<file path="src/rtl/imem_boot_loader.sv">
// Byte-stream boot loader: assembles little-endian words into instruction memory, then releases the core.
// Optional trailing XOR checksum check enabled by defining IMEM_BOOT_CHECKSUM_EN.
module imem_boot_loader #(
  parameter int unsigned ADDR_W    = 16,
  parameter int unsigned BASE_ADDR = 0,
  parameter int unsigned MAX_WORDS = 1024
) (
  input  logic              clk,
  input  logic              rst_n,
  input  logic              in_valid,
  input  logic [7:0]        in_data,
  output logic              in_ready,
  output logic              mem_we,
  output logic [ADDR_W-1:0] mem_addr,
  output logic [31:0]       mem_wdata,
  output logic              cpu_run,
  output logic              load_err,
  output logic [ADDR_W-1:0] words_loaded
);

`ifdef IMEM_BOOT_CHECKSUM_EN
  typedef enum logic [2:0] {LEN_LO, LEN_HI, DATA, CSUM, DONE, ERR} state_e;
`else
  typedef enum logic [2:0] {LEN_LO, LEN_HI, DATA, DONE, ERR} state_e;
`endif

  state_e            state_q;
  logic [7:0]        len_lo_q;
  logic [15:0]       words_left_q;
  logic [1:0]        lane_q;
  logic [23:0]       buf_q;
  logic              in_ready_q;
  logic              mem_we_q;
  logic [ADDR_W-1:0] mem_addr_q;
  logic [31:0]       mem_wdata_q;
  logic              cpu_run_q;
  logic              load_err_q;
  logic [ADDR_W-1:0] words_loaded_q;
`ifdef IMEM_BOOT_CHECKSUM_EN
  logic [7:0]        csum_q;
`endif

  logic        xfer;
  logic [15:0] len_d;
  logic [31:0] word_d;

  assign xfer   = in_valid && in_ready_q;
  assign len_d  = {in_data, len_lo_q};
  assign word_d = {in_data, buf_q};

  assign in_ready     = in_ready_q;
  assign mem_we       = mem_we_q;
  assign mem_addr     = mem_addr_q;
  assign mem_wdata    = mem_wdata_q;
  assign cpu_run      = cpu_run_q;
  assign load_err     = load_err_q;
  assign words_loaded = words_loaded_q;

  always_ff @(posedge clk or negedge rst_n) begin
    if (!rst_n) begin
      state_q        <= LEN_LO;
      len_lo_q       <= 8'd0;
      words_left_q   <= 16'd0;
      lane_q         <= 2'd0;
      buf_q          <= 24'd0;
      in_ready_q     <= 1'b1;
      mem_we_q       <= 1'b0;
      mem_addr_q     <= '0;
      mem_wdata_q    <= 32'd0;
      cpu_run_q      <= 1'b0;
      load_err_q     <= 1'b0;
      words_loaded_q <= '0;
`ifdef IMEM_BOOT_CHECKSUM_EN
      csum_q         <= 8'd0;
`endif
    end else begin
      mem_we_q <= 1'b0;
      case (state_q)
        LEN_LO: begin
          if (xfer) begin
            len_lo_q <= in_data;
            state_q  <= LEN_HI;
          end
        end
        LEN_HI: begin
          if (xfer) begin
            if (len_d == 16'd0) begin
`ifdef IMEM_BOOT_CHECKSUM_EN
              state_q <= CSUM;
`else
              state_q    <= DONE;
              in_ready_q <= 1'b0;
              cpu_run_q  <= 1'b1;
`endif
            end else if (32'(len_d) > MAX_WORDS) begin
              state_q    <= ERR;
              in_ready_q <= 1'b0;
              load_err_q <= 1'b1;
            end else begin
              state_q      <= DATA;
              words_left_q <= len_d;
            end
          end
        end
        DATA: begin
          if (xfer) begin
            lane_q <= lane_q + 2'd1;
`ifdef IMEM_BOOT_CHECKSUM_EN
            csum_q <= csum_q ^ in_data;
`endif
            case (lane_q)
              2'd0: buf_q[7:0]   <= in_data;
              2'd1: buf_q[15:8]  <= in_data;
              2'd2: buf_q[23:16] <= in_data;
              default: begin
                // Lane 3 completes the word: issue the write next cycle while bytes keep flowing.
                mem_we_q       <= 1'b1;
                mem_addr_q     <= ADDR_W'(BASE_ADDR) + words_loaded_q;
                mem_wdata_q    <= word_d;
                words_loaded_q <= words_loaded_q + ADDR_W'(1);
                words_left_q   <= words_left_q - 16'd1;
                if (words_left_q == 16'd1) begin
`ifdef IMEM_BOOT_CHECKSUM_EN
                  state_q <= CSUM;
`else
                  state_q    <= DONE;
                  in_ready_q <= 1'b0;
`endif
                end
              end
            endcase
          end
        end
`ifdef IMEM_BOOT_CHECKSUM_EN
        CSUM: begin
          if (xfer) begin
            in_ready_q <= 1'b0;
            if (in_data == csum_q) begin
              state_q   <= DONE;
              cpu_run_q <= 1'b1;
            end else begin
              state_q    <= ERR;
              load_err_q <= 1'b1;
            end
          end
        end
`endif
        DONE: begin
          // Entered on the last lane-3 byte; run starts once the final write pulse has gone out.
          in_ready_q <= 1'b0;
          cpu_run_q  <= 1'b1;
        end
        ERR: begin
          in_ready_q <= 1'b0;
          cpu_run_q  <= 1'b0;
          load_err_q <= 1'b1;
        end
        default: begin
          state_q    <= ERR;
          in_ready_q <= 1'b0;
          load_err_q <= 1'b1;
        end
      endcase
    end
  end

endmodule

</file>
<file path="config.mk">
export PLATFORM = sky130hd
export DESIGN_NAME = imem_boot_loader
export DESIGN_NICKNAME = d
export VERILOG_FILES = /design/src/rtl/imem_boot_loader.sv
export SDC_FILE = /design/constraint.sdc
export NUM_CORES = 1
export LEC_CHECK = 0
export CAP_MARGIN = 20
export CELL_PAD_IN_SITES_DETAIL_PLACEMENT = 0
export CELL_PAD_IN_SITES_GLOBAL_PLACEMENT = 1
export CORE_MARGIN = 3
export CORE_UTILIZATION = 30
export CTS_CLUSTER_SIZE = 8
export DETAILED_ROUTE_END_ITERATION = 8
export PLACE_DENSITY = 0.67
export SYNTH_ARGS = -nofsm -noshare
export SYNTH_HDL_FRONTEND = slang
export SYNTH_SLANG_ARGS = --single-unit
</file>
<file path="constraint.sdc">
create_clock -name clk -period 4 [get_ports clk]
set_input_delay 0.6 -clock clk [delete_from_list [all_inputs] [get_ports clk]]
set_output_delay 0.6 -clock clk [all_outputs]
set_load 0.005 [all_outputs]
</file>
==> results of run 1 <==
==> critical path, delay by kind of cell <==
family / cells / cell delay, ns
compound gates: 3 / 1.07
buf+inv: 1 / 0.59
simple gates: 2 / 0.74
==> power by group through the flow <==
stage	Sequential [mW]	Combinational, mW	Clock (mW)
floorplan	1.25	0.00431	0
global placement	1.25	0.0539	0
detailed placement	1.25	0.0557	0
CTS	1.22	0.0557	1.48
global route	1.22	0.0603	1.53
finish	1.23	0.0530	1.43
==> final cells by class <==
cell class | instances | share of cell area
tap | 220 | 0.0401
timing repair buffer | 85 | 0.121
multi-input combinational | 267 | 0.310
inverter | 10 | 0.00547
sequential | 121 | 0.442
clock inverter | 12 | 0.0146
clock buffer | 20 | 0.0666
==> through the flow <==
step / util / hold WS (ns) / worst slack, ns
after CTS: 0.405 / 0.337 / 1.32
after detailed placement: 0.372 / 0.475 / 0.883
final: 0.405 / 0.317 / 1.30
after floorplan: - / 0.304 / 1.85
after global placement: 0.372 / 0.458 / 0.922
after global routing: 0.405 / 0.390 / 1.23
==> path summary, 6_finish.rpt <==
path                                          to  slack [ns]
max in group asynchronous          mem_wdata[10]        2.70
worst max register to register  words_loaded[12]        1.54
min in group clk                        load_err        0.48
worst min register to register          load_err        0.48
worst min-delay path             words_left_q[5]        0.32
worst max-delay path            words_left_q[10]        1.30
==> cell families after synthesis <==
kind of cell | after synthesis
flip-flops | 121
AND/OR/NAND/NOR | 100
multiplexers | 81
AO/OA/AOI/OAI | 63
buffers and inverters | 27
XOR/XNOR | 16
adder cells (fa/ha/maj) | 7
==> routing by layer <==
metal	up-vias	share of wire	track usage
li1	1689	-	-
met1	1899	0.45	0.174
met2	101	0.49	0.220
met3	12	0.050	0.0434
met4	0	0.013	0.0520
met5	-	0	0
==> sequential cells by signal (all words and copies together), names as in the netlist, 2 cells and up <==
name	cells
mem_wdata	32
buf_q	24
mem_addr	16
words_left_q	16
words_loaded	16
len_lo_q	8
state_q	3
lane_q	2
==> cells in the final DEF (no fill, tap or decap), drive strengths merged, types with 9 or more instances in the layout <==
| cell type | count |
|---|---|
| inv | 11 |
| mux2 | 81 |
| nand4 | 9 |
| a31oi | 9 |
| nand3 | 13 |
| nand2 | 29 |
| o21ai | 10 |
| a21oi | 14 |
| dfrtp | 120 |
| clkbuf | 20 |
| nor2 | 18 |
| xnor2 | 11 |
| clkdlybuf4s50 | 77 |
==> impl_metrics.toml, run 1 <==
[status]
status = "finished clean"

[worst_setup_path]
worstSetupEndpointType = "flip-flop"
crit_start = "in_data[0]"
ff2ff_path_depth = 6
crit_chain = "clkdlybuf4s50_1 > or4_4 > o31ai_2 > a22o_2 > nand3_1 > a22o_4"
worst-setup-path-type = "in -> reg"
required_ns = 4.31
slowest_stage = "clkdlybuf4s50_1"
crit_fanout = 17
slowest_delay_ns = 0.59
r2r-start = "state_q[2]"
arrival_ns = 3.01
start_kind = "primary input"

[logic_synthesis]
avgSynthCellArea_um2 = 12.7
synth.largest_area_cell = "dfrtp_1"
synth_area_leaders = "dfrtp_1 57%, mux2_2 17%, nand2_1 2.1%"
synth.top_cell.area_share = 0.568
synth_top_family_by_area = "multiplexers"
synth.cell_area_um2 = 5290
yosys.area_share.adder = 0.0166
ys_ff_latch = 121
netlist_top_cells_count = "120 x dfrtp_1, 81 x mux2_2, 29 x nand2_1, 18 x nor2_1"
yosysMostFrequentCell = "dfrtp_1"
synth_compound_area_frac = 0.0826
synth_edf_count = 0
ys.flop_type = "dfrtp_1"
synth_xor_area_frac = 0.0265
yosys.area_share.simple = 0.104
synthArstFlopShare = 1.00
yosysSeqAreaShare = 0.573
muxShareOfSynthArea = 0.173
ys.warnings.count = 0
syn_nets = 433
ys_types = 52
synthCells = 415

[timing]
fmax_ghz = 0.371
min_period_ns = 2.70
hold_viol = 0
setup_tns_ns = 0
skew_ns = 0.0127
relSlewSlack = 0.371
final_max_slew_viol_count = 0
setup_viol = 0
rsz0062_at_grt = "no"
layout_worst_path_cycle_share = 0.675
tightest_slew_ns = 0.936

[placed_design]
port_buffers = 78
place_area_um2 = 6300
placed_cells = 703
globalplace.congestion = 0.863
dp.final_hpwl_um = 8690

[clock_tree]
cts_sinks = 121
htreeDepth = 4
cts_buffer_depth = 2
numCtsBuffers = 17
insertion_delay_ns = 0.43
cts_hold_buf = 0
tritoncts = "yes"
cts-root-buf = "clkbuf_16"
path_clk_slew_ns = 0.06
post_cts_buffers = 0
post_cts_resized = 0

[routing]
routed_wl_um = 12800
viasPerCell = 5.04
vias = 3701
drtAntennaViolNets = 0
drc_errors = 0
wl_per_cell_um = 17.5
drtPass1Iterations = 5
drt_iter0_markers = 233

[pwr]
fin_total_pwr_mw = 2.71
p_int_mw = 2.12
seq_power_share = 0.452
leakagePower_nw = 3.22
switching_share = 0.218
pwr-share-comb = 0.020
ir_drop_mv = 0.286
p_switching_mw = 0.589
clkPwrFrac = 0.528
p_per_area_nw_per_um2 = 395

[floorplanning]
fp.dieArea_um2 = 19300
start_util = 0.312
core_um2 = 16900
die_y_um = 139
dieWidth_um = 139
boundaryPins = 79
row_count = 47

[finish]
drive_gt1_frac = 0.264
antennaDiodeCount = 0
final_cells = 735
fillCellCount = 1592
multi_input_area_um2 = 2130
area_delta_synth_final_pct = 29.7
nets = 520
design_area_um2 = 6860
regArea_um2 = 3030

[grt]
track_usage = 0.137
grt_pass1_wl_um = 20800
antenna_found_initial = 0
grt-ovfl-total = 0
grt_max_degree = 70
grt_pass1_vias = 3784

[min_path]
min_path_type = "in -> async"

[job]
drv_cap = 0
Note: power is estimated with default switching activity, not from simulation.
==> inputs of run 2 (changes only) <==
==> constraint.sdc (replaced) <==
create_clock -name clk -period 2.61 [get_ports clk]
set_input_delay 0.3915 -clock clk [delete_from_list [all_inputs] [get_ports clk]]
set_output_delay 0.3915 -clock clk [all_outputs]
set_load 0.005 [all_outputs]
==> run 2 against run 1 <==
Hold slack better by 0.18 ns. Global-route usage up 0.44 points. Critical endpoint is now words_left_q[6]. Clock power is 64% higher. Die area unchanged. Sequential cell count stayed put. Largest cell class unchanged. Register-to-register slack worse by 1.0 ns. Final area is 3.0% higher.
==> impl_metrics.toml, run 2 (synthesis results as in run 1) <==
[worst_setup_path]
worstSetupEndpointType = "flip-flop"
r2r-start = "len_lo_q[0]"
required_ns = 2.95
slowest_stage = "or4_1"
crit_start = "len_lo_q[0]"
slowest_delay_ns = 0.61
crit_fanout = 14
arrival_ns = 2.42
start_kind = "flip-flop"
worst-setup-path-type = "reg -> reg"
crit_chain = "or4_1 > o31ai_2 > a22o_2 > buf_12 > nand2_1 > o2bb2ai_1"

[grt]
grt_max_degree = 46
grt_pass1_vias = 3959
track_usage = 0.142
grt-ovfl-total = 0
grt_pass1_wl_um = 21400
antenna_found_initial = 0

[floorplanning]
fp.dieArea_um2 = 19300
dieWidth_um = 139
die_y_um = 139
start_util = 0.312
core_um2 = 16900
row_count = 47
boundaryPins = 79

[clock_tree]
cts_sinks = 121
tritoncts = "yes"
htreeDepth = 4
cts_buffer_depth = 2
numCtsBuffers = 17
cts-root-buf = "clkbuf_16"
path_clk_slew_ns = 0.05
insertion_delay_ns = 0.42

[routing]
drc_errors = 0
viasPerCell = 4.95
wl_per_cell_um = 17.0
vias = 3722
drtPass1Iterations = 4
drtAntennaViolNets = 0
drt_iter0_markers = 161
routed_wl_um = 12800

[status]
status = "finished clean"

[placed_design]
globalplace.congestion = 0.807
port_buffers = 78
dp.final_hpwl_um = 8960
placed_cells = 719

[timing]
relSlewSlack = 0.578
skew_ns = 0.00747
rsz0062_at_grt = "no"
setup_viol = 0
fmax_ghz = 0.480
layout_worst_path_cycle_share = 0.799
min_period_ns = 2.08
tightest_slew_ns = 0.628
setup_tns_ns = 0
hold_viol = 0
final_max_slew_viol_count = 0

[finish]
largest_register_ffs = 32
nets = 537
fillCellCount = 1626
area_delta_synth_final_pct = 33.6
final_cells = 752
layout_common_cells = "120 x dfrtp_1, 81 x mux2_2, 77 x clkdlybuf4s50_1"
antennaDiodeCount = 0
drive_gt1_frac = 0.282
fin_util = 0.417
final_common_cell = "dfrtp_1"

[pwr]
leakagePower_nw = 3.34
p_per_area_nw_per_um2 = 611
fin_total_pwr_mw = 4.32
ir_drop_mv = 0.440

[job]
drv_cap = 0

[min_path]
min_path_type = "reg -> reg"
min_from = "load_err"
==> run 2: cell type report <==
cell class | instances | area (um^2) | area share
timing repair buffer | 102 | 998 | 0.141
clock buffer | 25 | 505 | 0.0716
multi-input combinational | 267 | 2130 | 0.301
clock inverter | 7 | 88.8 | 0.0126
tap | 220 | 275 | 0.0390
sequential | 121 | 3030 | 0.429
inverter | 10 | 37.5 | 0.00532
==> run 2: metal layers <==
| layer | vias to the layer above | wire length (um) | global-route usage |
|---|---|---|---|
| li1 | 1720 | - | - |
| met1 | 1873 | 5810 | 0.181 |
| met2 | 106 | 6050 | 0.222 |
| met3 | 23 | 611 | 0.0410 |
| met4 | 0 | 336 | 0.0669 |
| met5 | - | 0 | 0 |
==> run 2: worst max-delay path: cells and delay by family, from the launching register on <==
kind                   cells  cell delay (ns)
AO/OA/AOI/OAI              3             0.69
buffers and inverters      1             0.15
flip-flops                 1             0.40
AND/OR/NAND/NOR            2             0.76
==> run 2: repair_timing <==
action                    CTS  global route
gates resized for setup     0             0
buffers inserted            0             0
hold buffers                1             0
hold endpoints to repair    6             0
==> run 2: final timing paths <==
kind	end	slack, ns	depth (start not counted)
max	words_left_q[6]	0.53	6
min	load_err	0.49	1
max reg2reg	words_left_q[6]	0.53	6
min reg2reg	load_err	0.49	1
max in group asynchronous	mem_wdata[11]	1.35	3
min in group asynchronous	len_lo_q[7]	0.53	2
==> run 2: power by group <==
group	total, mW	switching (mW)	leakage [nW]	internal [mW]
registers	1.88	0	1.65	1.88
clock network	2.34	0.812	0.297	1.53
logic	0.0991	0.0658	1.39	0.0333
total	4.32	0.878	3.34	3.44
==> run 2: per-stage QoR <==
| step | setup slack [ns] | hold slack, ns | instance area (um^2) |
|---|---|---|---|
| final | 0.526 | 0.493 | 7060 |
| after global placement | 0.206 | 0.439 | 6460 |
| after detailed placement | 0.180 | 0.443 | 6460 |
| after floorplan | 0.632 | 0.0959 | 5290 |
| after CTS | 0.518 | 0.497 | 7060 |
| after global routing | 0.378 | 0.516 | 7060 |
==> inputs of run 3 (changes only) <==
==> constraint.sdc (replaced) <==
create_clock -name clk -period 2.1 [get_ports clk]
set_input_delay 0.315 -clock clk [delete_from_list [all_inputs] [get_ports clk]]
set_output_delay 0.315 -clock clk [all_outputs]
set_load 0.005 [all_outputs]
==> run 3 against run 2 <==
Core utilization grew 1.6 points. Fmax rose by 1.1%. Highest routed layer unchanged. Power is 24% higher. Setup slack got worse by 0.49 ns. Sequential share of layout area down 1.6 points. Combinational power increased by 28%. Critical path depth unchanged. Clock power grew 23%. Critical path type unchanged. Non-clock buffer count rose by 22. Final area rose by 3.9%. Global-route usage is essentially flat.
==> impl_metrics.toml, run 3 (synthesis results as in run 1) <==
[grt]
grt_pass1_wl_um = 21300
grt_pass1_vias = 3891
grt-ovfl-total = 0
antenna_found_initial = 0
grt_max_degree = 41
track_usage = 0.141

[worst_setup_path]
timing.rr.end = "words_left_q[14]"
start_kind = "flip-flop"
arrival_ns = 2.37
worst-setup-path-type = "reg -> reg"
r2r-start = "len_lo_q[3]"
reg2reg_setup_slack_ns = 0.04
required_ns = 2.40
worstSetupEndpointType = "flip-flop"
ff2ff_path_depth = 6
crit_fanout = 6

[floorplanning]
fp.dieArea_um2 = 19300
start_util = 0.312
row_count = 47
core_um2 = 16900
die_y_um = 139
boundaryPins = 79
dieWidth_um = 139

[finish]
layout_common_cells = "120 x dfrtp_1, 81 x mux2_2, 77 x clkdlybuf4s50_1"
antennaDiodeCount = 0
final_common_cell = "dfrtp_1"
largest_register_ffs = 32
drive_gt1_frac = 0.333
area_delta_synth_final_pct = 38.8
final_cells = 775
nets = 560

[clock_tree]
htreeDepth = 4
cts_buffer_depth = 2
cts-root-buf = "clkbuf_16"
path_clk_slew_ns = 0.06
tritoncts = "yes"
numCtsBuffers = 17
insertion_delay_ns = 0.42
cts_sinks = 121

[placed_design]
port_buffers = 78
dp.final_hpwl_um = 9140
placed_cells = 733
globalplace.congestion = 0.851

[routing]
viasPerCell = 5.01
vias = 3885
routed_wl_um = 13300
drc_errors = 0
wl_per_cell_um = 17.2
drtAntennaViolNets = 0
drt_iter0_markers = 256
drtPass1Iterations = 4

[pwr]
leakagePower_nw = 3.45
p_per_area_nw_per_um2 = 726
ir_drop_mv = 0.497

[timing]
setup_viol = 0
fmax_ghz = 0.485
setup_tns_ns = 0
hold_viol = 0
min_period_ns = 2.06
final_max_slew_viol_count = 0
layout_worst_path_cycle_share = 0.981
tightest_slew_ns = 0.556
skew_ns = 0.0117
rsz0062_at_grt = "yes"
relSlewSlack = 0.629

[status]
status = "finished clean"

[job]
drv_cap = 0

[min_path]
min_path_type = "in -> async"
[run 3: how the worst max path moves through the flow]
stage,start,endpoint,slack [ns],cells past startpoint
after CTS,len_lo_q[7],words_left_q[13],0.03,6
after detailed placement,in_data[4],words_left_q[10],-0.26,9
after global placement,in_data[4],words_left_q[10],-0.21,9
final,len_lo_q[3],words_left_q[14],0.04,6
after floorplan,len_lo_q[6],words_left_q[10],0.12,6
after global routing,len_lo_q[1],words_left_q[14],-0.05,6
[run 3: critical path: stages, from the launching register on]
cell and delay, ns:
dfrtp_1 0.38, or4_4 0.55, buf_6 0.14, nor4_4 0.31
a21oi_4 0.14, and2_4 0.19, a22o_1 0.22
[run 3: what timing repair did]
item	CTS	global route
setup endpoints to repair	0	14
setup buffers	0	7
hold buffers	1	0
endpoints found under the hold margin	5	0
resized for setup	0	16
[run 3: power breakdown]
| part | switching [mW] | internal, mW |
|---|---|---|
| Sequential | 0 | 2.33 |
| Combinational | 0.0867 | 0.0404 |
| Clock | 1.04 | 1.83 |
| Total | 1.13 | 4.20 |
[run 3: metal layers]
| layer | GRT usage | wire [um] | up-vias |
|---|---|---|---|
| met3 | 0.0414 | 686 | 21 |
| met5 | 0 | 0 | - |
| met1 | 0.181 | 5930 | 1968 |
| li1 | - | - | 1770 |
| met4 | 0.0582 | 240 | 0 |
| met2 | 0.225 | 6470 | 126 |
[run 3: layout make-up]
class / count / area [um^2]
Clock buffer: 20 / 467
Clock inverter: 12 / 124
Fill cell: 1578 / 9600
Inverter: 10 / 37.5
Multi-Input combinational cell: 268 / 2250
Sequential cell: 121 / 3030
Tap cell: 220 / 275
Timing Repair Buffer: 124 / 1160
[run 3: stage by stage]
| stage | setup WS (ns) | area [um^2] | utilization | hold WS, ns | total power, mW |
|---|---|---|---|---|---|
| 2_1_floorplan | 0.122 | 5290 | - | 0.0194 | 2.38 |
| 3_3_place_gp | -0.207 | 6550 | 0.387 | 0.133 | 2.50 |
| 3_5_place_dp | -0.256 | 6550 | 0.387 | 0.136 | 2.50 |
| 4_1_cts | 0.0323 | 7150 | 0.422 | 0.235 | 5.41 |
| 5_1_grt | -0.0498 | 7340 | 0.433 | 0.248 | 5.54 |
| 6_report | 0.0389 | 7340 | 0.433 | 0.243 | 5.33 |
==> variant (flow settings as in run 3) <==
Change the parameter `ADDR_W` from 16 to 15.
--- a/src/rtl/imem_boot_loader.sv
+++ b/src/rtl/imem_boot_loader.sv
@@ -2,5 +2,5 @@
 // Optional trailing XOR checksum check enabled by defining IMEM_BOOT_CHECKSUM_EN.
 module imem_boot_loader #(
-  parameter int unsigned ADDR_W    = 16,
+  parameter int unsigned ADDR_W    = 15,
   parameter int unsigned BASE_ADDR = 0,
   parameter int unsigned MAX_WORDS = 1024
Interface: changed (resized mem_addr and words_loaded); port bits go from 79 to 77. No check against the original RTL was run, so the function may have changed too.
==> variant against run 3 <==
- final area is 4.2% lower
- cell count increased by 10%
- synthesized area is 1.4% lower
- clock skew down 0.0051 ns
- register-to-register slack better by 0.15 ns
- sequential cell count decreased by 2
- count of clock-buffer cells in the layout fell by 1
- routed wire length is 1.7% higher
- sequential power decreased by 2%
- setup slack improved by 0.083 ns
- power increased by 0.63%
- clock power up 2%
- critical path type is now input port to flop
- largest power group unchanged
==> variant: results (changes against run 3) <==
DR iter-0 viols = 261 (+2.0%)
status = finished clean
Top FF cell, synth = dfrtp_1
fin nets = 640 (+14%)
Via density = 4.89 (-2.5%)
Crit-path slowest cell = or4_4
post-CTS setup buffers = 0 (unchanged)
PortBufs = 76 (-2.6%)
max incr delay on CP = 0.58 ns (+0.03 ns)
Num CTS Buffers = 17 (unchanged)
Clk pin slew, worst setup/hold paths = 0.05 ns
initial antenna violation count = 0 (unchanged)
peak supply drop = 592 uV (+19%)
Worst R2R End = words_left_q[13]$_DFFE_PN0P_
htree depth = 4 (unchanged)
CP Max Fanout = 10 (+4)
vias in the first global route = 4165 (+7.0%)
Slew HR = 0.635 (+0.00604)
first-pass GRT wire length = 22.1 mm (+3.9%)
skew final = 0.00666 ns (-0.00506 ns)
worst r2r src = words_left_q[2]$_DFFE_PN0P_
worst min-delay path class = input port to async pin
leak pwr = 3.40 nW (-1.4%)
share of layout cells above drive strength 1 = 0.169 (-0.165)
Post-DP HPWL = 9.32 mm (+1.9%)
Root Buffer = clkbuf_16
synth warn = 0 (unchanged)
CP delay by family, top = simple AND/OR/NAND/NOR gates
global-route usage over all layers = 0.152 (+0.0110)
Net Count, Synth = 538 (+24%)
Clock Latency Late Sink = 0.42 ns (about the same)
Netlist cell types = 41 (-21%)
first drt pass iteration count = 4 (unchanged)
flip-flop count of the largest register after layout = 32 (unchanged)
post-synthesis sequential area ratio = 0.572 (-0.00121)
Max Buffers Root-to-Sink = 2 (unchanged)
routability cong. = 0.811 (-4.8%)
worst r2r path cells = 4 (-2)
number of diodes = 0 (unchanged)
setup slack, reg-to-reg = 0.19 ns (+0.15 ns)
Area contributors post-synth = dfrtp_1, nand2_1, mux2_2, xnor2_1, ha_1
pin count of the biggest net entering global routing = 49 (+20%)
DP Worst Slack = -0.399 ns (-0.144 ns)
WL final = 13.6 mm (+1.7%)
Commonest cells post-synth = nand2_1, dfrtp_1, mux2_2
Post-synth ARST share = 1.00 (unchanged)
Critical Path AT = 2.27 ns (-0.10 ns)
[variant: changes by cell type in the layout (fill, tap and decap cells not counted), moves of 6 or more]
cell	delta
nand2_1	+131
mux2_2	-50
buf_4	-10
o22a_1	+7
a21oi_1	+6
nor4_1	+6
[variant: power by group]
group	internal, W	switching [W]	leakage [nW]	total (W)
clock network	0.00189	0.00105	0.288	0.00294
registers	0.00229	0	1.61	0.00229
logic	0.0000442	0.0000864	1.50	0.000131
[variant: final cells by class]
class,instances,area (sq um)
flip-flops and latches,119,2980
multi-input cells,364,2090
clock buffers,19,443
inverters,11,41.3
repair buffers,109,1050
well taps,220,275
clock inverters,13,155
fillers,1675,9790
[variant: through the flow]
stage | hold slack (ns) | utilization | total power, W | area, sq um | std cells
6_report | 0.431 | 0.418 | 0.00536 | 7030 | 855
5_1_grt | 0.480 | 0.418 | 0.00554 | 7030 | 855
4_1_cts | 0.446 | 0.417 | 0.00542 | 7020 | 855
3_5_place_dp | 0.339 | 0.381 | 0.00247 | 6410 | 822
3_3_place_gp | 0.324 | 0.381 | 0.00247 | 6410 | 822
2_1_floorplan | 0.0194 | - | 0.00235 | 5210 | 520
[variant: logic make-up after synthesis]
kind of cell    Yosys count  share of synthesized area
fa+ha+maj                 7                     0.0168
mux                      32                     0.0689
compound gates           58                     0.0730
xor+xnor                 16                     0.0269
flops                   119                      0.572
buf+inv                  37                     0.0298
simple gates            251                      0.213
[variant: worst max path at each step]
stage | cells after the start | to | startpoint | slack, ns
final | 6 | words_left_q[10]$_DFFE_PN0P_ | in_data[6] | 0.12
after global routing | 7 | words_loaded[13]$_DFFE_PN0P_ | state_q[2]$_DFFE_PN0P_ | 0.03
after CTS | 6 | words_left_q[10]$_DFFE_PN0P_ | in_data[6] | 0.04
after detailed placement | 6 | words_left_q[10]$_DFFE_PN0P_ | in_data[6] | -0.40
after global placement | 6 | words_left_q[9]$_DFFE_PN0P_ | in_data[3] | -0.38
after floorplan | 9 | words_left_q[1]$_DFFE_PN0P_ | state_q[2]$_DFFE_PN0P_ | 0.12
[variant: repair_timing]
item	CTS	global route
endpoints found under the setup margin	0	10
endpoints found under the hold margin	35	0
gates resized for setup	0	3
hold buffers	1	0
[variant: metal layers]
metal  track usage  vias up  routed length (um)
met1         0.201     2057                6230
met3        0.0391       18                 782
met5             0        -                   0
met2         0.243      125                6350
li1              -     1977                   -
met4        0.0549        0                 192
